**config.mk**
```make
export PLATFORM = sky130hd
export DESIGN_NAME = dshot_frame_decoder_flat
export DESIGN_NICKNAME = d
export VERILOG_FILES = /design/src/rtl/dshot_frame_decoder_if.sv /design/src/rtl/dshot_frame_decoder.sv /design/src/flat_wrapper.sv
export SDC_FILE = /design/constraint.sdc
export NUM_CORES = 1
export LEC_CHECK = 0
export ABC_CLOCK_PERIOD_IN_PS = 3800
export BUFFER_PORTS_ARGS = -buffer_cell sky130_fd_sc_hd__buf_2
export CORE_MARGIN = 1
export CORE_UTILIZATION = 30
export DETAILED_ROUTE_END_ITERATION = 8
export GPL_TIMING_DRIVEN = 0
export PLACE_DENSITY = 0.52
export RECOVER_POWER = 50
export SETUP_SLACK_MARGIN = 0.1
export SYNTH_ARGS = -nofsm -noshare
export SYNTH_HDL_FRONTEND = slang
export SYNTH_SLANG_ARGS = --single-unit
```
**constraint.sdc**
```tcl
create_clock -name clk_in -period 3.8 [get_ports clk_in]
set_clock_uncertainty 0.05 [all_clocks]
set_input_delay 0.38 -clock clk_in [delete_from_list [all_inputs] [get_ports clk_in]]
set_output_delay 0.38 -clock clk_in [all_outputs]
set_load 0.02 [all_outputs]
```
**src/rtl/dshot_frame_decoder_if.sv**
```systemverilog
// DShot receiver bundle: serial line and enable in, decoded frame fields and status out.
interface dshot_frame_decoder_if;
   logic        enable;
   logic        dshot_in;
   logic [10:0] throttle;
   logic        telemetry;
   logic        frame_valid;
   logic        frame_error;
   logic        busy;

   modport master (
      output enable, dshot_in,
      input  throttle, telemetry, frame_valid, frame_error, busy
   );

   modport slave (
      input  enable, dshot_in,
      output throttle, telemetry, frame_valid, frame_error, busy
   );
endinterface

```
**src/rtl/dshot_frame_decoder.sv**
```systemverilog
// DShot frame receiver: measures pulse high time against the bit period,
// assembles 16 bits MSB first and latches throttle/telemetry on a good CRC.
module dshot_frame_decoder #(
   parameter int unsigned BAUD = 150000
) (
   input logic                  clk_in,
   input logic                  reset,
   dshot_frame_decoder_if.slave bus
);
   localparam int unsigned BIT_CYCLES = (BAUD == 600000) ? 27 :
                                        (BAUD == 300000) ? 53 : 107;
   localparam int unsigned TIMEOUT    = 2 * BIT_CYCLES;
   localparam int unsigned CW         = $clog2(TIMEOUT + 1);

   localparam logic [CW-1:0] HALF_C   = CW'(BIT_CYCLES >> 1);
   localparam logic [CW-1:0] GLITCH_C = CW'(BIT_CYCLES >> 3);
   // Fault limits sit one below the threshold: the fault fires on the cycle the count would reach it.
   localparam logic [CW-1:0] STUCK_LIM   = CW'(BIT_CYCLES - 1);
   localparam logic [CW-1:0] TIMEOUT_LIM = CW'(TIMEOUT - 1);
   localparam logic [CW-1:0] CNT_ONE     = CW'(1);

   typedef enum logic [1:0] {ST_IDLE, ST_HIGH, ST_LOW, ST_CHECK} state_t;

   state_t        state;
   logic [1:0]    sync_q;
   logic          hist_q;
   logic [CW-1:0] cnt;
   logic [4:0]    bit_idx;
   logic [15:0]   shift;
   logic [10:0]   throttle_q;
   logic          telemetry_q;
   logic          valid_q;
   logic          error_q;
   logic          busy_q;

   logic       rise;
   logic       fall;
   logic [3:0] crc;
   logic       crc_ok;

   assign rise   = sync_q[1] & ~hist_q;
   assign fall   = ~sync_q[1] & hist_q;
   assign crc    = shift[7:4] ^ shift[11:8] ^ shift[15:12];
   assign crc_ok = (crc == shift[3:0]);

   always_ff @(posedge clk_in) begin
      if (reset) begin
         sync_q      <= '0;
         hist_q      <= 1'b0;
         state       <= ST_IDLE;
         cnt         <= '0;
         bit_idx     <= '0;
         shift       <= '0;
         throttle_q  <= '0;
         telemetry_q <= 1'b0;
         valid_q     <= 1'b0;
         error_q     <= 1'b0;
         busy_q      <= 1'b0;
      end else begin
         sync_q  <= {sync_q[0], bus.dshot_in};
         hist_q  <= sync_q[1];
         valid_q <= 1'b0;
         error_q <= 1'b0;
         if (!bus.enable) begin
            state   <= ST_IDLE;
            cnt     <= '0;
            bit_idx <= '0;
            shift   <= '0;
            busy_q  <= 1'b0;
         end else begin
            case (state)
               ST_IDLE: begin
                  if (rise) begin
                     state   <= ST_HIGH;
                     cnt     <= CNT_ONE;
                     bit_idx <= '0;
                     busy_q  <= 1'b1;
                  end
               end
               ST_HIGH: begin
                  if (fall && (cnt < GLITCH_C)) begin
                     error_q <= 1'b1;
                     state   <= ST_IDLE;
                     cnt     <= '0;
                     shift   <= '0;
                     busy_q  <= 1'b0;
                  end else if (fall) begin
                     shift   <= {shift[14:0], (cnt >= HALF_C)};
                     bit_idx <= bit_idx + 5'd1;
                     cnt     <= CNT_ONE;
                     state   <= ST_LOW;
                  end else if (cnt >= STUCK_LIM) begin
                     error_q <= 1'b1;
                     state   <= ST_IDLE;
                     cnt     <= '0;
                     shift   <= '0;
                     busy_q  <= 1'b0;
                  end else begin
                     cnt <= cnt + CNT_ONE;
                  end
               end
               ST_LOW: begin
                  // Verdict is registered on entry to CHECK so the pulse coincides with that cycle.
                  if (bit_idx == 5'd16) begin
                     if (crc_ok) begin
                        throttle_q  <= shift[15:5];
                        telemetry_q <= shift[4];
                        valid_q     <= 1'b1;
                     end else begin
                        error_q <= 1'b1;
                     end
                     cnt   <= '0;
                     state <= ST_CHECK;
                  end else if (cnt >= TIMEOUT_LIM) begin
                     error_q <= 1'b1;
                     state   <= ST_IDLE;
                     cnt     <= '0;
                     shift   <= '0;
                     busy_q  <= 1'b0;
                  end else if (rise) begin
                     cnt   <= CNT_ONE;
                     state <= ST_HIGH;
                  end else begin
                     cnt <= cnt + CNT_ONE;
                  end
               end
               ST_CHECK: begin
                  state   <= ST_IDLE;
                  bit_idx <= '0;
                  shift   <= '0;
                  busy_q  <= 1'b0;
               end
               default: begin
                  state  <= ST_IDLE;
                  busy_q <= 1'b0;
               end
            endcase
         end
      end
   end

   assign bus.throttle    = throttle_q;
   assign bus.telemetry   = telemetry_q;
   assign bus.frame_valid = valid_q;
   assign bus.frame_error = error_q;
   assign bus.busy        = busy_q;
endmodule
```
**src/flat_wrapper.sv**
```systemverilog
// flat-port wrapper written by rule: the top's interface ports become plain ports
module dshot_frame_decoder_flat 
#(
   parameter int unsigned BAUD = 150000
)
  (clk_in, reset, bus_enable, bus_dshot_in, bus_throttle, bus_telemetry, bus_frame_valid, bus_frame_error, bus_busy);
  dshot_frame_decoder_if bus_i ();
  input logic clk_in;
  input logic reset;
  input wire logic [$bits(bus_i.enable)-1:0] bus_enable;
  input wire logic [$bits(bus_i.dshot_in)-1:0] bus_dshot_in;
  output wire logic [$bits(bus_i.throttle)-1:0] bus_throttle;
  output wire logic [$bits(bus_i.telemetry)-1:0] bus_telemetry;
  output wire logic [$bits(bus_i.frame_valid)-1:0] bus_frame_valid;
  output wire logic [$bits(bus_i.frame_error)-1:0] bus_frame_error;
  output wire logic [$bits(bus_i.busy)-1:0] bus_busy;
  assign bus_i.enable = bus_enable;
  assign bus_i.dshot_in = bus_dshot_in;
  assign bus_throttle = bus_i.throttle;
  assign bus_telemetry = bus_i.telemetry;
  assign bus_frame_valid = bus_i.frame_valid;
  assign bus_frame_error = bus_i.frame_error;
  assign bus_busy = bus_i.busy;
  dshot_frame_decoder #(.BAUD(BAUD)) u_core (.clk_in(clk_in), .reset(reset), .bus(bus_i));
endmodule
```
## After elaboration in Yosys (flattened, before gate mapping)

Cells that the tools add are included.

- Word-level logic and storage cells: 91
- Bits of input ports: 4
- Memories: 0
- Latch bits: 0
- Bits in writable memories: 0
- Memory bits (read-only): 0
- Bits in registers: 49

- Add/subtract/negate cells: 2
- Magnitude comparators: 4
- Multiplexer cells: 40
- Bitwise operators: 9
- Divide/modulo/power cells: 0
- Reduce and logical (&&, ||, !) cells: 12
- Shift-type cells: 0
- Multipliers: 0
- Equal/unequal tests: 13

Operators with widths:

| operator | count |
|---|---|
| $mux 16 | 5 |
| $mux 8 | 7 |
| $pmux 16 s3 | 1 |
| $pmux 8 s3 | 1 |
| $mux 5 | 3 |
| $pmux 5 s3 | 1 |
| $mux 1 | 13 |
| $mux 2 | 6 |
| $reduce_and 4->1 | 3 |
| $reduce_bool 3->1 | 3 |
| $add 8x1->8 const B | 1 |
| $ge 8x6->1 const B | 1 |
| $ge 8x7->1 const B | 1 |
| $ge 8x8->1 const B | 1 |
| $lt 8x4->1 const B | 1 |
| $pmux 2 s4 | 1 |
| $xor 4x4->4 | 2 |
| $ne 2x1->1 const B | 3 |
| $add 5x1->5 const B | 1 |
| $eq 5x5->1 const B | 1 |
| $not 1->1 | 5 |
| $reduce_and 5->1 | 1 |
| $eq 2x2->1 const B | 2 |
| $eq 4x4->1 | 1 |
| other kinds (13) | 15 |

## Logic depth before layout (Yosys ltp)

- Depth in word-level cells: 6
- Gate-level depth with buffers: 9
- Mapped depth without buffers: 7

## Least setup slack after synthesis

No wires, ideal clock.

- Path kind: register to register
- Start: reg u_core.cnt[1]
- End: reg u_core.shift[15]
- Setup slack: 1869 ps
- Cell stages (with the launch flop): 10
- Required time: 3632 ps
- Data arrival time: 1763 ps
- Period minus slack after synthesis: 1931 ps
- Cell sequence: dfxtp_1 inv_1 ha_1 nand2b_1 a31oi_1 o21ai_1 and3_4 buf_6 buf_12 mux2i_1

- Longest elaborated chain between the ends: 4
- Elaborated cells between the ends (all ways): 9
- Those cells by class: 3 x order compare; 2 x eq/ne; 2 x mux; 2 x reduce/logical

RTL lines:

| element | line | source |
|---|---|---|
| from (decl) | dshot_frame_decoder.sv:27 | `logic [CW-1:0] cnt;` |
| from (signal assigned) | dshot_frame_decoder.sv:99 | `cnt <= cnt + CNT_ONE;` |
| from (signal assigned) | dshot_frame_decoder.sv:124 | `cnt <= cnt + CNT_ONE;` |
| $lt 8x4->1 | dshot_frame_decoder.sv:81 | `if (fall && (cnt < GLITCH_C)) begin` |
| $logic_and 1x1->1 | dshot_frame_decoder.sv:81 |  |
| $ne 4x1->1 (no source line) or $mux 16 (tied branches) | - |  |
| $reduce_and 4->1 (no source line) or $pmux 16 s3 (tied branches) | - |  |
| to (signal assigned) | dshot_frame_decoder.sv:88 | `shift <= {shift[14:0], (cnt >= HALF_C)};` |
| to (decl) | dshot_frame_decoder.sv:29 | `logic [15:0] shift;` |

Parallel ways exist; a longest one is shown, timed or not.
A chain may end at the register's enable or synchronous reset.

## Worst setup path after layout

- Start: reg u_core.bit_idx[0]
- End: reg u_core.throttle_q[4], in the netlist u_core.bus.throttle[4]

- Longest elaborated chain between the ends: 2

RTL lines:

| element | line | source |
|---|---|---|
| from (decl) | dshot_frame_decoder.sv:28 | `logic [4:0] bit_idx;` |
| from (signal assigned) | dshot_frame_decoder.sv:89 | `bit_idx <= bit_idx + 5'd1;` |
| $eq 5x5->1 | dshot_frame_decoder.sv:104 | `if (bit_idx == 5'd16) begin` |
| $reduce_and 4->1 (no source line) | - |  |
| to (signal assigned) | dshot_frame_decoder.sv:106 | `throttle_q <= shift[15:5];` |
| to (decl) | dshot_frame_decoder.sv:30 | `logic [10:0] throttle_q;` |

No other way between the ends.

==> metrics.txt <==
FF-to-FF Start u_core.bit_idx[0]; kind of critical path reg2reg; Final #Nets 346; final setup margin 1.13 ns; Critical Path Start Type flip-flop; Antenna Cells 0; fin crit share 70.1%; Max Cap Violations 0; TritonCTS buffer count 5; run status finished with violations; Worst Reg-to-Reg Cells 8; Mapped Nets 321; Seq/Total Area, Yosys 35.7%; maximum vdd drop 0.000141 V; post-route cell area 0.00306 mm2; die area 0.00954 mm2; DIE WIDTH 97.7 um; largest net degree at the start of global routing 15; Critical Path Fanout Max 10; Synth cell types 52; post-synthesis compound-gate area fraction 13.5%; area delta synth->final 11.3%; fin cells 440; Routed Antenna Nets 0; Post-Synthesis Cells 306; mux contribution to synthesized area 10.6%; unrepaired setup endpoints after global routing false; Die Height 97.7 um; Hold Path End u_core.sync_q[0]; Post-synth EDFFs 0; dpl ws 1.47 ns; root buffer cell clkbuf_8; r2r endpoint u_core.bus.throttle[4]; post-synthesis simple-gate area fraction 24.5%; Main synth FF type dfxtp_1; worst path required time 3.98 ns; adder-cell share of the synthesized area 5.01%; hpwl dp 4.33 mm; PwrDens 311 mW/mm2; layout cells sized above 1 8.13%; worst hold slack 0.272 ns; Initial Util 31.2%; Placed Cells 432; R2R setup slack 1.13 ns; clock share of power 41.1%; storage element area 981 um2; Core Rows 34; fmax 375 MHz; Yosys reg bits 49; DRT Pass-1 Iters 6; Post-CTS Repair Setup Buffers 0; sw frac 21.5%; TritonCTS clock tree built; Rel. slew slack 52.0%; # fillers 945; Internal 0.000746 W; hold buffers post-CTS 0; first-pass GRT wire length 10.0 mm; Net Sw Power 0.000205 W; total core area 0.00881 mm2; Worst Hold Launch bus_dshot_in; Post-Syn Area 0.00275 mm2; Iteration-0 DRC Markers 70; Reg power frac 54.3%; syn_area_per_cell 8.98 um2; GP Congestion 0.772; initial antenna violation count 0; Slew Viols, Final 0; post-CTS resize count 0; Worst-path clk slew 0.09 ns; clk_lat worst skew 0.30 ns; TritonCTS Sinks 49; Final setup violation count 0; # DRC 6; area of the multi-input gates 0.00160 mm2; vias in the first global route 2038; WL/cell 13.5 um; YS warnings 0; async set-or-reset flop fraction in the synthesized netlist 0%; failing checks DRC; Worst-Margin Slew 0.720 ns; port bufs 18; DR vias/cell 4.94; Post-Route WL 5.96 mm; CP Capture Type flip-flop; Setup TNS Final 0 ns; H-tree levels 2; Fin. Hold Viols 0; Hold Crit Class in2reg; Final min period 2.67 ns; All-Layer GR Usage 13.0%; hold path cells 2; LEAKAGE 1.03 nW; CP arrival 2.85 ns; largest family of logic cells by synthesized area simple AND/OR/NAND/NOR gates; combinational share of power 4.5%; IO Pins 19; xor/xnor cell area share of the yosys netlist 4.78%; total gr overflow 0; Max clock buf depth 2; DR vias 2175; DP Area 0.00297 mm2
-- worst max-delay path, cell delays in order, from the launching register on --
cell and delay, ns:
dfxtp_1 0.35, inv_1 0.08, ha_1 0.16, nor4bb_1 0.39
and2_0 0.31, and3_1 0.21, clkbuf_1 0.21, clkbuf_1 0.58
mux2i_1 0.25
-- power groups by stage --
stage | clock network, W | registers [W] | logic [W]
2_1_floorplan | 0 | 0.000528 | 0.0000311
3_3_place_gp | 0 | 0.000529 | 0.0000433
3_5_place_dp | 0 | 0.000529 | 0.0000437
4_1_cts | 0.000405 | 0.000517 | 0.0000440
5_1_grt | 0.000421 | 0.000517 | 0.0000471
6_report | 0.000391 | 0.000517 | 0.0000431
-- per-layer routing --
metal	vias up	track usage [%]	routed length (um)
met2	25	21.1	2710
li1	1117	-	-
met5	-	0	0
met1	1031	17.6	3080
met4	0	3.15	35
met3	2	2.45	142
-- metrics by stage --
stage	util, %	power (W)
finish	34.7	0.000951
global route	34.7	0.000985
CTS	35.1	0.000965
detailed placement	33.7	0.000572
global placement	33.7	0.000572
floorplan	-	0.000560
-- area by class of cell --
class | instances | share of cell area [%]
multi-input cells | 229 | 52.4
flip-flops and latches | 49 | 32.1
inverters | 10 | 1.23
well taps | 108 | 4.42
clock inverters | 1 | 0.983
plain buffers | 18 | 3.73
repair buffers | 18 | 2.29
clock buffers | 7 | 2.83
-- cell usage after synthesis (3+ instances only) --
master	instances	area, um2
a21o_1	4	30.0
a21oi_1	10	50.1
and2_1	4	25.0
and3_1	3	18.8
buf_2	4	20.0
buf_4	4	30.0
buf_6	3	33.8
clkbuf_1	6	22.5
dfxtp_1	49	981
ha_1	11	138
inv_1	10	37.5
mux2i_1	29	290
nand2_1	46	173
nand2b_1	29	181
nand3_1	9	45.0
nand4_1	3	18.8
nor2_1	9	33.8
nor2b_1	7	43.8
nor3_1	3	15.0
o211ai_1	8	60.1
o21ai_0	3	15.0
xnor2_1	10	87.6
xor2_1	5	43.8
-- flip-flops by register name, indices dropped and copies added (netlist names) --
| register | count |
|---|---|
| u_core.bus.throttle | 11 |
| u_core.cnt | 8 |
| u_core.shift | 16 |
| u_core.bit_idx | 5 |
| u_core.bus.telemetry | 1 |
| u_core.bus.frame_valid | 1 |
| u_core.bus.frame_error | 1 |
| u_core.bus.busy | 1 |
| u_core.hist_q | 1 |
| u_core.state | 2 |
| u_core.sync_q | 2 |
-- cells by family (layout without fill, tap and decap cells) --
kind of cell	count (synthesis)	count (layout)
xor+xnor	15	15
buf+inv	28	54
fa+ha+maj	11	11
simple gates	124	124
mux	29	29
flops	49	49
compound gates	50	50
-- layout by cell type, fill, tap and decap left out, drive strengths merged, types with 4 or more instances in the layout --
| cell type | netlist | layout |
|---|---|---|
| a21o | 4 | 4 |
| a21oi | 11 | 11 |
| and2 | 4 | 4 |
| and3 | 4 | 4 |
| buf | 12 | 11 |
| clkbuf | 6 | 32 |
| dfxtp | 49 | 49 |
| ha | 11 | 11 |
| inv | 10 | 10 |
| mux2i | 29 | 29 |
| nand2 | 46 | 46 |
| nand2b | 29 | 29 |
| nand3 | 9 | 9 |
| nor2 | 9 | 9 |
| nor2b | 7 | 7 |
| nor3 | 5 | 5 |
| nor4 | 4 | 4 |
| o211ai | 9 | 9 |
| o21ai | 5 | 5 |
| xnor2 | 10 | 10 |
| xor2 | 5 | 5 |
-- worst max-delay path by stage --
stage / startpoint / endpoint / slack [ns] / cells past startpoint
after floorplan: u_core.cnt[1] / u_core.shift[15] / 1.87 / 9
after CTS: u_core.cnt[0] / u_core.shift[8] / 1.44 / 8
after global routing: u_core.bit_idx[0] / u_core.bus.throttle[0] / 0.92 / 8
after detailed placement: u_core.cnt[0] / u_core.shift[8] / 1.47 / 8
after global placement: u_core.cnt[0] / u_core.shift[6] / 1.50 / 8
final: u_core.bit_idx[0] / u_core.bus.throttle[4] / 1.13 / 8
(Power assumes the default switching activity.)
